--- config.mk ---
export PLATFORM = sky130hd
export DESIGN_NAME = alu_share_arbiter
export DESIGN_NICKNAME = d
export VERILOG_FILES = /design/src/rtl/alu_share_arbiter.sv
export SDC_FILE = /design/constraint.sdc
export NUM_CORES = 1
export LEC_CHECK = 0
export ABC_AREA = 1
export BUFFER_PORTS_ARGS = -buffer_cell sky130_fd_sc_hd__buf_4
export CORE_MARGIN = 5
export CORE_UTILIZATION = 25
export CTS_CLUSTER_DIAMETER = 80
export DETAILED_ROUTE_END_ITERATION = 6
export GPL_ROUTABILITY_DRIVEN = 0
export PLACE_DENSITY_LB_ADDON = 0.15
export SETUP_SLACK_MARGIN = 0.15
export SKIP_CTS_REPAIR_TIMING = 1
export SYNTH_ARGS = -nofsm -noshare
export SYNTH_HDL_FRONTEND = slang
export SYNTH_SLANG_ARGS = --single-unit
--- constraint.sdc ---
create_clock -name clk -period 2.8 [get_ports clk]
set_clock_uncertainty 0.15 [all_clocks]
set_input_delay 0.28 -clock clk [delete_from_list [all_inputs] [get_ports clk]]
set_output_delay 0.28 -clock clk [all_outputs]
set_load 0.02 [all_outputs]
--- src/rtl/alu_share_arbiter.sv ---
// Round-robin arbiter/sequencer sharing one add/subtract datapath among NUM_REQ requesters.
// One operation in flight at a time; the result returns on a valid/ready channel tagged by id.
module alu_share_arbiter #(
    parameter int NUM_REQ     = 4,
    parameter int WIDTH       = 8,
    parameter int ALU_LATENCY = 1
) (
    input  logic                       clk,
    input  logic                       reset,
    input  logic [NUM_REQ-1:0]         req_valid,
    output logic [NUM_REQ-1:0]         req_ready,
    input  logic [NUM_REQ-1:0]         req_op,
    input  logic [NUM_REQ*WIDTH-1:0]   req_a,
    input  logic [NUM_REQ*WIDTH-1:0]   req_b,
    output logic [WIDTH-1:0]           alu_a,
    output logic [WIDTH-1:0]           alu_b,
    output logic                       alu_sel,
    input  logic [WIDTH-1:0]           alu_result,
    output logic                       rsp_valid,
    input  logic                       rsp_ready,
    output logic [$clog2(NUM_REQ)-1:0] rsp_id,
    output logic [WIDTH-1:0]           rsp_data,
    output logic                       busy
);

    localparam int ID_W  = $clog2(NUM_REQ);
    localparam int CNT_W = (ALU_LATENCY > 0) ? $clog2(ALU_LATENCY + 1) : 1;

    typedef enum logic [1:0] {
        IDLE = 2'd0,
        EXEC = 2'd1,
        RESP = 2'd2
    } state_t;

    state_t            state;
    state_t            state_nxt;
    logic [ID_W-1:0]   last_grant;
    logic [ID_W-1:0]   grant;
    logic              grant_vld;
    logic [ID_W:0]     idx;
    logic [CNT_W-1:0]  cnt;
    logic              handshake;

    // Search starts one past the last winner; the extra idx bit absorbs the wrap before folding.
    always_comb begin
        grant     = '0;
        grant_vld = 1'b0;
        idx       = '0;
        for (int k = 1; k <= NUM_REQ; k++) begin
            idx = {1'b0, last_grant} + (ID_W + 1)'(k);
            if (idx >= (ID_W + 1)'(NUM_REQ)) begin
                idx = idx - (ID_W + 1)'(NUM_REQ);
            end
            if (!grant_vld && req_valid[idx[ID_W-1:0]]) begin
                grant_vld = 1'b1;
                grant     = idx[ID_W-1:0];
            end
        end
    end

    always_ff @(posedge clk or posedge reset) begin
        if (reset) begin
            state <= IDLE;
        end else begin
            state <= state_nxt;
        end
    end

    // req_ready is masked by reset so every output is quiet while reset is held.
    always_comb begin
        state_nxt = state;
        req_ready = '0;
        handshake = 1'b0;
        case (state)
            IDLE: begin
                if (grant_vld && !reset) begin
                    req_ready[grant] = 1'b1;
                    handshake        = 1'b1;
                    state_nxt        = EXEC;
                end
            end
            EXEC: begin
                if (cnt == '0) begin
                    state_nxt = RESP;
                end
            end
            RESP: begin
                if (rsp_ready) begin
                    state_nxt = IDLE;
                end
            end
            default: state_nxt = IDLE;
        endcase
    end

    assign rsp_valid = (state == RESP);
    assign busy      = (state != IDLE);

    // Operand registers double as the datapath drive and hold until the next handshake.
    always_ff @(posedge clk or posedge reset) begin
        if (reset) begin
            last_grant <= ID_W'(NUM_REQ - 1);
            cnt        <= '0;
            alu_a      <= '0;
            alu_b      <= '0;
            alu_sel    <= 1'b0;
            rsp_id     <= '0;
            rsp_data   <= '0;
        end else begin
            if (handshake) begin
                last_grant <= grant;
                rsp_id     <= grant;
                alu_a      <= req_a[grant*WIDTH +: WIDTH];
                alu_b      <= req_b[grant*WIDTH +: WIDTH];
                alu_sel    <= req_op[grant];
                cnt        <= CNT_W'(ALU_LATENCY);
            end
            if (state == EXEC) begin
                if (cnt != '0) begin
                    cnt <= cnt - CNT_W'(1);
                end else begin
                    rsp_data <= alu_result;
                end
            end
        end
    end

endmodule

# Word-level counts from Yosys, hierarchy flattened
# Cells that the tools add are included.
# word_totals
ff_bits,32
latch_bits,0
ramBits,0
romBits,0
inputBits,83
out_inout_bits,33
wordCells,83
n_memories,0
# classes
n_addsub,9
n_mul,0
div_mod_pow,0
order_cmp,10
n_eq_ne,5
shift,2
n_mux,35
bitwise,1
reduce_logical,13
# op_table
op,count
variable part select 32 x 6 -> 8 bit,2
two-way mux 2 bit,11
"< comparator 2 x 3 -> 1 bit, second input constant",5
two-way mux 1 bit,15
"greater-or-equal comparator 3 bit, second input constant",4
binary-select mux 1 bit (select 2 bit),5
two-way mux 4 bit,2
"subtractor 2 x 1 -> 2 bit, second input constant",4
"adder 2 x 2 -> 3 bit, second input constant",2
one-hot mux 2 bit (3 select lines),1
logical AND 1 bit,5
logical NOT 1 bit,4
"!= test 2 bit, second input constant",2
"adder 2 x 1 -> 3 bit, second input constant",1
"adder 2 x 3 -> 3 bit, second input constant",1
AND reduction 3 bit,1
demux 1 bit (select 2 bit),1
"equality test 2 x 1 -> 1 bit, second input constant",1
"equality test 2 bit, second input constant",1
"greater-or-equal comparator 2 x 1 -> 1 bit, second input constant",1
logical NOT 2 bit,1
"!= test 2 x 1 -> 1 bit, second input constant",1
AND reduction 2 bit,1
nonzero test 2 bit,1
other kinds (2),2

# Logic depth before layout (Yosys ltp)
# logic_depth
word_depth,21
ltp_mapped,17

# Worst setup path before layout
# No wires, ideal clock.
# synth_path
path_type,flip-flop to output port
startpoint,register last_grant[0]
endpoint,output port req_ready[0]
t_arrival_ns,2.061
t_required_ns,2.370
setup_slack_ns,0.309
stages_incl_launch_ff,13
n_path_buf,2
cell_sequence,dfstp_2 -> buf_4 -> inv_6 -> nand2_1 -> nand2_1 -> nand2_2 -> nand2_4 -> nand2_1 -> nand2_1 -> nand2_2 -> nand3_4 -> buf_6 -> nor3_1
# synth_via
elab_chain_len,21
elab_cells_between_ends,46
classes_between,add/sub: 8; order compare: 6; mux: 24; reduce/logical: 8
# synth_lines
element,line_no,rtl
start: declaration,37,logic [ID_W-1:0] last_grant;
start signal: assignment,102,last_grant <= ID_W'(NUM_REQ - 1);
start signal: assignment,111,last_grant <= grant;
adder 2 x 1 -> 3 bit,50,"idx = {1'b0, last_grant} + (ID_W + 1)'(k);"
greater-or-equal comparator 3 bit or subtractor 2 x 1 -> 2 bit (tied branches),"51, 52",
two-way mux 2 bit,51,if (idx >= (ID_W + 1)'(NUM_REQ)) begin
binary-select mux 1 bit (select 2 bit),54,if (!grant_vld && req_valid[idx[ID_W-1:0]]) begin
two-way mux 1 bit (implied by the code),54,
two-way mux 1 bit,54,
logical NOT 1 bit,54,
logical AND 1 bit,54,
[... 5 more ...],n/a,
logical AND 1 bit,54,
two-way mux 2 bit,54,
< comparator 2 x 3 -> 1 bit (implied by the code) or greater-or-equal comparator 2 x 1 -> 1 bit (tied branches),77,req_ready[grant] = 1'b1;
logical AND 1 bit (implied by the code),77,
two-way mux 1 bit (implied by the code),77,
demux 1 bit (select 2 bit),77,
two-way mux 4 bit (*),76,if (grant_vld && !reset) begin
two-way mux 4 bit (*),74,case (state)
end: declaration,11,"output logic [NUM_REQ-1:0] req_ready,"
# Every way passes the cells marked *; elsewhere a longest branch is shown, timed or not. The select of a mux whose other input is x is not followed.

# Worst setup path in the final report
# layout_path
startpoint,register last_grant[0]
endpoint,output port req_ready[2]
# Same word-level chain as after synthesis.

==> Implementation_results.wiki <==
{| class="wikitable"
! Metric !! Value
|-
| Std cell rows || 35
|-
| Yosys reg bits || 32
|-
| Setup CP Type || reg -> out
|-
| Number of buffers inserted during clock tree synthesis || 5
|-
| Initial core utilization || 0.2521
|-
| Primary FF master, synth || dfrtp_1
|-
| TritonCTS clock tree || done
|-
| I/O pins || ~120
|-
| Number of failing setup endpoints in the final timing report || 0
|-
| Cell area after synthesis || 2296 sq um
|-
| Failing checks || hold timing
|-
| Leakage power || 2.072 nW
|-
| Clock slew seen by the registers of the worst setup and hold paths || about 0.070 ns
|-
| Tot Pwr || 5.670 mW
|-
| CTS sink cnt || 32
|-
| Remaining max-slew budget at the tightest pin || 0.7146
|-
| Total global routing overflow || 0
|-
| Endpoint kind of the worst setup timing path || output port
|-
| Max-cap violations || 0
|-
| Per-cell routed wire length || approximately 14 um
|-
| Synth area leaders || dfrtp_1, nand2_1, nand4_1
|-
| Largest delay contributor family on the critical path || simple AND/OR/NAND/NOR gates
|-
| Inst Count DP || between 500 and 600
|-
| Horizontal die dimension || between 100 and 150 um
|-
| Path category of the worst min-delay check || in -> async
|-
| Area of the placeable core || slightly above 9000 sq um
|-
| DR iter-0 viols || 131
|-
| Maximum clock path buffer count || 2
|-
| Hold violation total from the final report || 6
|-
| Overall track demand over capacity in global routing || 0.1424
|-
| Proportion of synthesized chip area in sequential cells || 0.3499
|-
| Warning count from the yosys run || 0
|-
| DRC violations left || 0
|-
| CP max-delay cell || dfstp_2
|-
| Number of vias after detailed routing || 2714
|-
| Clock root buffer || clkbuf_8
|-
| Worst hold slack || -0.007231 ns
|-
| Die Area || between 10000 and 15000 sq um
|-
| Delay of the slowest cell on the worst path || 0.59 ns
|-
| First-pass GRT wire length || about 13 mm
|-
| Max Freq || around 380 MHz
|-
| Data arrival time of the critical path || roughly 2.2 ns
|-
| Maximum VDD drop || 0.0004840 V
|-
| Setup repair after global routing missed its margin || yes
|-
| Fin crit share || 0.9397
|-
| Transition time at the pin with the least slew margin || around 0.43 ns
|-
| Total wire length after detailed routing || 8.487 mm
|-
| Antenna Nets Post-Route || 0
|-
| Die height || approximately 110 um
|-
| Worst path cell trace || clkinv_4, nand2_2, nand2_4, nand2_1, o21ai_1, nand3_2, nand2_2, nor2_4, clkinv_4, nand2_4, nor2_2, buf_4
|-
| Placed inst area || 3248 sq um
|-
| Required time reported for the critical path endpoint || 2.37 ns
|-
| Number of buffers and inverters on the critical path || 3
|-
| Outcome || complete, but fails checks
|-
| Fin Setup TNS || 0 ns
|-
| Number of distinct standard cells referenced by the synthesized netlist || 27
|-
| Port Buffer Count || 115
|-
| Antenna violations before repair || 0
|-
| Maximum number of pins on one net before global-route repair || 35
|-
| Via density per instance || about 4.6
|-
| Area added between synthesis and finish || 60.11%
|-
| Sort of element at the start of the critical path || flip-flop
|-
| Share of final-layout standard cells stronger than drive strength 1 || 0.4259
|-
| Post-route design area || approximately 3700 sq um
|-
| H-tree level count || 2
|-
| Async set or reset register ratio after synthesis || 1.000
|-
| Maximum fanout along the worst path || 8
|-
| Dominant cell type by area after synthesis || dfrtp_1
|-
| Later-pin clock latency in the skew report || ~0.28 ns
|-
| Detail Placement HPWL || around 6.1 mm
|-
| Post-synthesis average cell area || 6.674 sq um
|-
| Via count of the first global-routing pass || ~2.6k
|-
| Post-synth EDFFs || 0
|-
| Count of nets after finishing || between 500 and 600
|-
| DR pass1 iterations || 4
|-
| Slack of the critical path || 0.1688 ns
|-
| Pwr per Cell Area || 1542 nW/um^2
|-
| Fraction of synthesized cell area taken by the top area cell type || 0.3270
|-
| Synth Net Count || around 430
|-
| Max-slew violation count || 0
|-
| Placement Setup Slack || ~0.13 ns
|-
| Clock period minus worst slack || around 2.6 ns
|-
| Post-synthesis cell count || about 340
|-
| Non-filler instance count after layout || 590
|-
| N_diodes || 0
|}
## final cells by class
| class | count | area (sq um) |
|---|---|---|
| inverters | 14 | 67.56 |
| multi-input cells | 278 | 1443 |
| clock inverters | 2 | 10.01 |
| well taps | 111 | 138.9 |
| repair buffers | 147 | 1131 |
| clock buffers | 6 | 82.58 |
| flip-flops and latches | 32 | 803.3 |
| fillers | 965 | 5433 |
## cells in the mapped netlist (2+ instances only)
library cell    n
nor2_1          5
dfrtp_1        30
nand3_1         7
clkbuf_1        3
nand3_4         2
dfstp_2         2
inv_1          11
nand2_1       199
nand4_1        35
buf_2          13
inv_2           2
o21ai_0         2
mux2_2          8
buf_6           3
nand2_2         7
o21ai_1         4
## tightest hold or removal path: stages
cell and delay [ns]:
buf_4 0.11, inv_1 0.07, buf_4 0.39
## power breakdown
group          switching, mW  leakage [nW]  total [mW]  internal, mW
registers              0.155         0.393       0.856         0.700
logic                   2.68          1.63        4.44          1.76
clock network          0.177        0.0510       0.373         0.196
## per-stage QoR
stage	hold slack [ns]	utilization
floorplan	0.2265	-
global placement	0.3024	0.3566
detailed placement	0.2992	0.3566
CTS	-0.007028	0.3668
global route	0.01386	0.4036
finish	-0.007231	0.4036
## cell usage in the layout (no fill, tap or decap)
cell	Yosys	layout
nand2_1	199	188
buf_4	1	142
nand4_1	35	35
dfrtp_1	30	30
inv_1	11	10
nand2_2	7	10
nand2_4	1	9
mux2_2	8	8
clkbuf_8	0	6
nand3_2	0	4
nor2_4	1	4
buf_6	3	4
nand3_1	7	3
o21ai_1	4	3
clkinv_4	0	2
inv_4	0	2
nand3_4	2	2
nor2_1	5	2
o21ai_0	2	2
clkinv_2	0	2
dfstp_2	2	2
nor2_8	1	1
and2_4	1	1
nand4_4	1	1
o21a_1	1	1
o21ai_2	0	1
nor3_4	0	1
nor2_2	1	1
o31ai_1	1	1
buf_12	0	1
## registers in the layout, indices dropped and copies added (netlist names)
name	count
rsp_data	8
cnt	1
alu_b	8
rsp_id	2
state	2
last_grant	2
alu_a	8
alu_sel	1
## logic make-up after synthesis
| group | after synthesis | share of synthesized area |
|---|---|---|
| and+or+nand+nor | 262 | 0.5150 |
| buffers and inverters | 34 | 0.07630 |
| DFF | 32 | 0.3499 |
| AOI/OAI and AO/OA | 8 | 0.01962 |
| muxes | 8 | 0.03924 |
## final timing paths
kind | end | cells past startpoint | start | slack (ns)
max in group asynchronous | last_grant[0] | 3 | reset | 2.18
max reg2reg | alu_a[7] | 14 | last_grant[0] | 0.33
max | req_ready[2] | 12 | last_grant[0] | 0.17
min reg2reg | alu_b[4] | 2 | alu_b[4] | 0.34
min in group clk | state[1] | 2 | rsp_ready | 0.02
min | rsp_id[1] | 3 | reset | -0.007
## per-layer routing
layer	wire length [um]	global-route usage	part of all wire
met1	3856	0.1951	0.45
met2	3875	0.2158	0.46
met3	646	0.05205	0.076
met4	109	0.02775	0.013
met5	0	0	0
(Power assumes the default switching activity.)
